File: src/rtl/receiver_module.sv
// UART 8N1 receiver: 2-FF synchronised RxD, mid-bit sampling, one-cycle valid/frame_error strobes.
// Optional even-parity bit when RX_PARITY_EN is defined (11-bit frames instead of 10).
module receiver_module #(
    parameter int CLKS_PER_BIT = 10416
) (
    input  logic       clk,
    input  logic       reset,
    input  logic       RxD,
    output logic [7:0] data,
    output logic       valid,
    output logic       busy,
    output logic       frame_error,
    output logic       parity_error,
    output logic [2:0] dbg_state_o
);
    localparam int TW = $clog2(CLKS_PER_BIT);
    localparam logic [TW-1:0] T_HALF = TW'(CLKS_PER_BIT / 2 - 1);
    localparam logic [TW-1:0] T_LAST = TW'(CLKS_PER_BIT - 1);

    typedef enum logic [2:0] {
        S_IDLE      = 3'd0,
        S_START     = 3'd1,
        S_DATA      = 3'd2,
        S_PARITY    = 3'd3,
        S_STOP      = 3'd4,
        S_WAIT_HIGH = 3'd5
    } state_t;

    state_t          state_q, state_d;
    logic [1:0]      sync_q;
    logic [TW-1:0]   timer_q, timer_d;
    logic [2:0]      index_q, index_d;
    logic [7:0]      shift_q, shift_d;
    logic [7:0]      data_q, data_d;
    logic            valid_q, valid_d;
    logic            ferr_q, ferr_d;
    logic            rx_s;
    logic            timer_last;
`ifdef RX_PARITY_EN
    logic            perr_q, perr_d;
    logic            par_bad_q, par_bad_d;
`endif

    assign rx_s       = sync_q[1];
    assign timer_last = (timer_q == T_LAST);

    // Output strobes: valid marks the single cycle data changes; there is no
    // back-pressure, so a consumer that misses the strobe loses that byte.
    assign data         = data_q;
    assign valid        = valid_q;
    assign frame_error  = ferr_q;
    assign busy         = (state_q != S_IDLE);
    assign dbg_state_o  = state_q;
`ifdef RX_PARITY_EN
    assign parity_error = perr_q;
`else
    assign parity_error = 1'b0;
`endif

    always_comb begin
        state_d = state_q;
        timer_d = timer_q;
        index_d = index_q;
        shift_d = shift_q;
        data_d  = data_q;
        valid_d = 1'b0;
        ferr_d  = 1'b0;
`ifdef RX_PARITY_EN
        perr_d    = 1'b0;
        par_bad_d = par_bad_q;
`endif
        case (state_q)
            S_IDLE: begin
                timer_d = '0;
                index_d = '0;
                if (!rx_s) state_d = S_START;
            end
            S_START: begin
                if (timer_q == T_HALF) begin
                    timer_d = '0;
                    index_d = '0;
                    state_d = rx_s ? S_IDLE : S_DATA;
                end else begin
                    timer_d = timer_q + TW'(1);
                end
            end
            S_DATA: begin
                timer_d = timer_last ? '0 : timer_q + TW'(1);
                if (timer_last) begin
                    shift_d[index_q] = rx_s;
                    index_d = index_q + 3'd1;
`ifdef RX_PARITY_EN
                    if (index_q == 3'd7) state_d = S_PARITY;
`else
                    if (index_q == 3'd7) state_d = S_STOP;
`endif
                end
            end
`ifdef RX_PARITY_EN
            S_PARITY: begin
                timer_d = timer_last ? '0 : timer_q + TW'(1);
                if (timer_last) begin
                    par_bad_d = rx_s ^ (^shift_q);
                    state_d   = S_STOP;
                end
            end
`endif
            S_STOP: begin
                timer_d = timer_last ? '0 : timer_q + TW'(1);
                if (timer_last) begin
                    if (rx_s) begin
                        data_d  = shift_q;
                        valid_d = 1'b1;
`ifdef RX_PARITY_EN
                        perr_d  = par_bad_q;
`endif
                        state_d = S_IDLE;
                    end else begin
                        ferr_d  = 1'b1;
                        state_d = S_WAIT_HIGH;
                    end
                end
            end
            S_WAIT_HIGH: begin
                // Line held low (break): wait for idle before hunting for a new start bit.
                timer_d = '0;
                if (rx_s) state_d = S_IDLE;
            end
            default: begin
                state_d = S_IDLE;
                timer_d = '0;
                index_d = '0;
            end
        endcase
    end

    always_ff @(posedge clk or negedge reset) begin
        if (!reset) begin
            state_q <= S_IDLE;
            sync_q  <= 2'b11;
            timer_q <= '0;
            index_q <= '0;
            shift_q <= '0;
            data_q  <= 8'h00;
            valid_q <= 1'b0;
            ferr_q  <= 1'b0;
`ifdef RX_PARITY_EN
            perr_q    <= 1'b0;
            par_bad_q <= 1'b0;
`endif
        end else begin
            state_q <= state_d;
            sync_q  <= {sync_q[0], RxD};
            timer_q <= timer_d;
            index_q <= index_d;
            shift_q <= shift_d;
            data_q  <= data_d;
            valid_q <= valid_d;
            ferr_q  <= ferr_d;
`ifdef RX_PARITY_EN
            perr_q    <= perr_d;
            par_bad_q <= par_bad_d;
`endif
        end
    end
endmodule

File: config.mk
export PLATFORM = sky130hd
export DESIGN_NAME = receiver_module
export DESIGN_NICKNAME = d
export VERILOG_FILES = /design/src/rtl/receiver_module.sv
export SDC_FILE = /design/constraint.sdc
export NUM_CORES = 1
export LEC_CHECK = 0
export ABC_AREA = 1
export CORE_MARGIN = 2
export CORE_UTILIZATION = 50
export DETAILED_ROUTE_END_ITERATION = 10
export GPL_TIMING_DRIVEN = 0
export HOLD_SLACK_MARGIN = 0.03
export PLACE_DENSITY = 0.7
export SLEW_MARGIN = 20
export SYNTH_ARGS = -nofsm -noshare
export SYNTH_HDL_FRONTEND = slang
export SYNTH_SLANG_ARGS = --single-unit
File: constraint.sdc
create_clock -name clk -period 4.3 [get_ports clk]
set_input_delay 0.86 -clock clk [delete_from_list [all_inputs] [get_ports clk]]
set_output_delay 0.86 -clock clk [all_outputs]
set_load 0.05 [all_outputs]
Word level (Yosys, flattened, before mapping). Index checks and enable logic that the tools add are counted.

Input bits: 3. Output and inout port bits: 15. Register bits after elaboration: 40.

Equality and inequality tests: 13. Magnitude comparators: 2. Add/sub/neg operators: 2. Multiplexer cells: 24. Bitwise operators: 1. Reduce and logical (&&, ||, !) cells: 9.

Operators by type and width (number): $mux W14 (2); $pmux W14 S2 (1); $mux W3 (9); $pmux W3 S5 (1); $add A14 B1 Y14 const B (1); $eq A14 B13 Y1 const B (1); $eq A14 B14 Y1 const B (1); $ne A2 B2 Y1 const B (6); $eq A3 B3 Y1 const B (3); $pmux W3 S3 (1); $bwmux W8 (1); $mux W1 (7); $reduce_and A3 Y1 (2); $reduce_and A6 Y1 (1); $lt A3 B4 Y1 const B (1); $reduce_or A2 Y1 (2); $add A3 B1 Y3 const B (1); $demux W1 S3 (1); $eq A3 B1 Y1 const B (1); $eq A3 B2 Y1 const B (1); $ge A3 B1 Y1 const B (1); $logic_not A3 Y1 (1); $reduce_bool A3 Y1 (1); $mux W2 (1); 3 further kinds (3).

Depth between registers and ports, before layout.
Word-level depth: 5. Gate-level depth with buffers: 11.

Worst setup path before layout. OpenSTA, ideal clock, no wires.

Path kind: reg2out. Start point: register state_q[2] (netlist: dbg_state_o[2]). End point: output busy. Path buffers: 0. Arrival: 1.223 ns. Cell stages (with the launch flop): 3. Slack: 2.217 ns. Required time: 3.440 ns. Path through: dfrtp_1 inv_1 nand2_1.

Cells in the longest elaborated chain, start to end: 1.

RTL lines: start, declared (RTL line 29) `state_t state_q, state_d;`; start signal, assigned (RTL line 152) `state_q <= state_d;`; $reduce_bool A3 Y1 (RTL line 52) `assign busy = (state_q != S_IDLE);`; end, declared (RTL line 11) `output logic busy,`.

Every way passes these cells.

Final worst setup path. Same ends and word-level chain as after synthesis.

==> results.txt <==
Mapped Area: 2150 µm²
status: complete, no violations
root buffer cell: clkbuf_8
DRC: 0
fin nets: 310
Crit path largest cell delay: 0.83 ns
Fin Clk Skew: 0.00412 ns
GRT Overall Usage: 0.185
Worst-Margin Slew: 0.503 ns
crit path kind: reg2out
syn_area_per_cell: 7.69 µm²
CTS tree: built
CP arrival: 1.84 ns
cell family with most CP delay: buffers and inverters
fin cells: 355
Initial Util: 0.527
area grow syn2layout: 16.6%
Yosys reg bits: 40
Worst path slowest cell: clkdlybuf4s50_1
multi-input logic area: 983 µm²
dpl cells: 347
n_diodes: 0
IO Pins: 18
vias in the first global route: 1,625
final setup vio count: 0
CTS Buffer Depth: 2
WL/cell: 11.2 µm
largest cells by area after synthesis: dfrtp_1, nand2_1, nand3_1, nor2_1, inv_1
full die area: 4850 µm²
leakage: 1.25 nW
WL final: 3970 µm
Synth cell types: 25
Tcrit/Tclk final: 0.629
Buf/Inv on CP: 2
clock sink count: 40
Post-CTS Hold Fix Bufs: 0
PostCTS Resize Cnt: 0
final slew viol count: 0
prevailing post-synth register cell: dfrtp_1
filler cell count: 387
largest net degree at the start of global routing: 26
Sum Neg Setup Slack: 0 ns
1st-iter DRT viols: 108
MaxCap Viol Count: 0
Final Hold Fails: 0
IO buf count: 16
critical path capture point type: output port
via/cell ratio: 4.94
Worst-Skew Late Latency: 0.29 ns
Reg clk slew, reported paths: 0.08 ns
share of layout cells above drive strength 1: 0.148
peak supply drop: 0.000136 V
Slew headroom: 0.664
RSZ-0062 raised after global routing: false
Worst Path Max Fanout: 8
Post-synth EDFFs: 0
fin crit period: 2.70 ns
first-pass GRT wire length: 7290 µm
cells along the critical path: inv_1 -> nand2_1 -> clkdlybuf4s50_1
Post-CTS Setup Bufs: 0
Routed Antenna Nets: 0
initial antenna violation count: 0
Die H: 69.6 µm
area leader, netlist: dfrtp_1
core area: 4090 µm²
H-tree Lvls: 2
syn nets: 286
post-synth top area share: 0.441
GPL Wtd Cong: 0.865
Seq/Total Area, Yosys: 0.466
Vias: 1,753
Worst setup SP type: flop
Mapped Cells: 280
row cnt: 23
Seq. cell area: 1000 µm²
global route total overflow: 0
fraction of registers with async set/reset: 1.00
dpl hpwl: 3010 µm
Yosys Warn Count: 0
TritonCTS Buffers: 5
PwrDens: 277 nW/µm²
WP data required: 3.44 ns
fmax: 370 MHz
worst hold path class: reg2reg
Die Width: 69.6 µm
TritonRoute pass-1 iters: 4
registers in the layout (all words and copies together), names as in the netlist:
name / count
valid: 1
sync_q: 2
index_q: 3
dbg_state_o: 3
timer_q: 14
frame_error: 1
shift_q: 8
data: 8
cell usage after synthesis, types with 2 or more instances:
| master | n |
|---|---|
| nand2_1 | 86 |
| dfrtp_1 | 38 |
| nor2_1 | 31 |
| nand3_1 | 30 |
| inv_1 | 28 |
| nor2_2 | 14 |
| nand4_1 | 11 |
| nand2_2 | 6 |
| nor3_1 | 6 |
| xor2_1 | 6 |
| ha_1 | 3 |
| inv_2 | 3 |
| o21ai_0 | 3 |
| buf_4 | 2 |
| dfstp_2 | 2 |
| nand3_2 | 2 |
cells in the final DEF, fill, tap and decap left out, types with 5 or more instances in the layout:
master           count
nand2_2              6
clkdlybuf4s50_1     15
xor2_1               6
nor2_2              14
nand3_1             30
nor3_1               6
clkbuf_8             5
inv_1               28
nand4_1             11
nand2_1             86
nor2_1              31
dfrtp_1             38
final timing paths:
| kind | startpoint | endpoint | slack, ns | cells after the start |
|---|---|---|---|---|
| min in group asynchronous | reset | timer_q[0] | 0.49 | 1 |
| worst max-delay path | dbg_state_o[2] | busy | 1.60 | 3 |
| max in group asynchronous | reset | sync_q[0] | 3.28 | 2 |
| worst min register to register | sync_q[0] | sync_q[1] | 0.36 | 0 |
| worst min-delay path | sync_q[0] | sync_q[1] | 0.36 | 0 |
| worst max register to register | sync_q[1] | data[0] | 2.66 | 6 |
routing by layer:
layer  global-route usage  part of all wire  vias up
met5                    0                 0        -
met4               0.0641             0.016        0
met3               0.0320             0.042        8
met2                0.278              0.42       35
met1                0.269              0.52      783
li1                     -                 -      927
worst register-to-register path, cell delays in order, from the launching register on:
cell and delay [ns]:
dfstp_2 0.51, buf_2 0.20, inv_1 0.12, nor2_2 0.34
nand2_2 0.20, nand2_1 0.10, nand2_1 0.06
cell type report:
class	count	area share
Clock inverter	3	0.0169
Inverter	33	0.0508
Sequential cell	40	0.400
Multi-Input combinational cell	203	0.392
Buffer	4	0.0159
Clock buffer	5	0.0274
Tap cell	50	0.0249
Timing Repair Buffer	17	0.0727
per-stage QoR:
| stage | hold WS, ns | power (mW) | utilization | setup WS (ns) | area [µm²] |
|---|---|---|---|---|---|
| after floorplan | 0.345 | 0.390 | - | 2.22 | 2150 |
| after CTS | 0.359 | 0.708 | 0.615 | 1.58 | 2510 |
| final | 0.358 | 0.696 | 0.615 | 1.60 | 2510 |
| after global routing | 0.368 | 0.726 | 0.615 | 1.49 | 2510 |
| after detailed placement | 0.348 | 0.402 | 0.587 | 1.92 | 2400 |
| after global placement | 0.346 | 0.399 | 0.582 | 1.43 | 2380 |
cells by family after synthesis:
family	Yosys count	synth area share
buf+inv	37	0.0778
fa+ha+maj	3	0.0174
flops	40	0.466
xor+xnor	7	0.0285
other cells	1	0.00174
simple gates	188	0.400
compound gates	4	0.00929
power breakdown:
group          internal [mW]  leakage (nW)  switching (mW)
logic                0.00484         0.659          0.0115
clock network          0.172        0.0541           0.130
registers              0.377         0.537        0.000187
(Power assumes the default switching activity.)
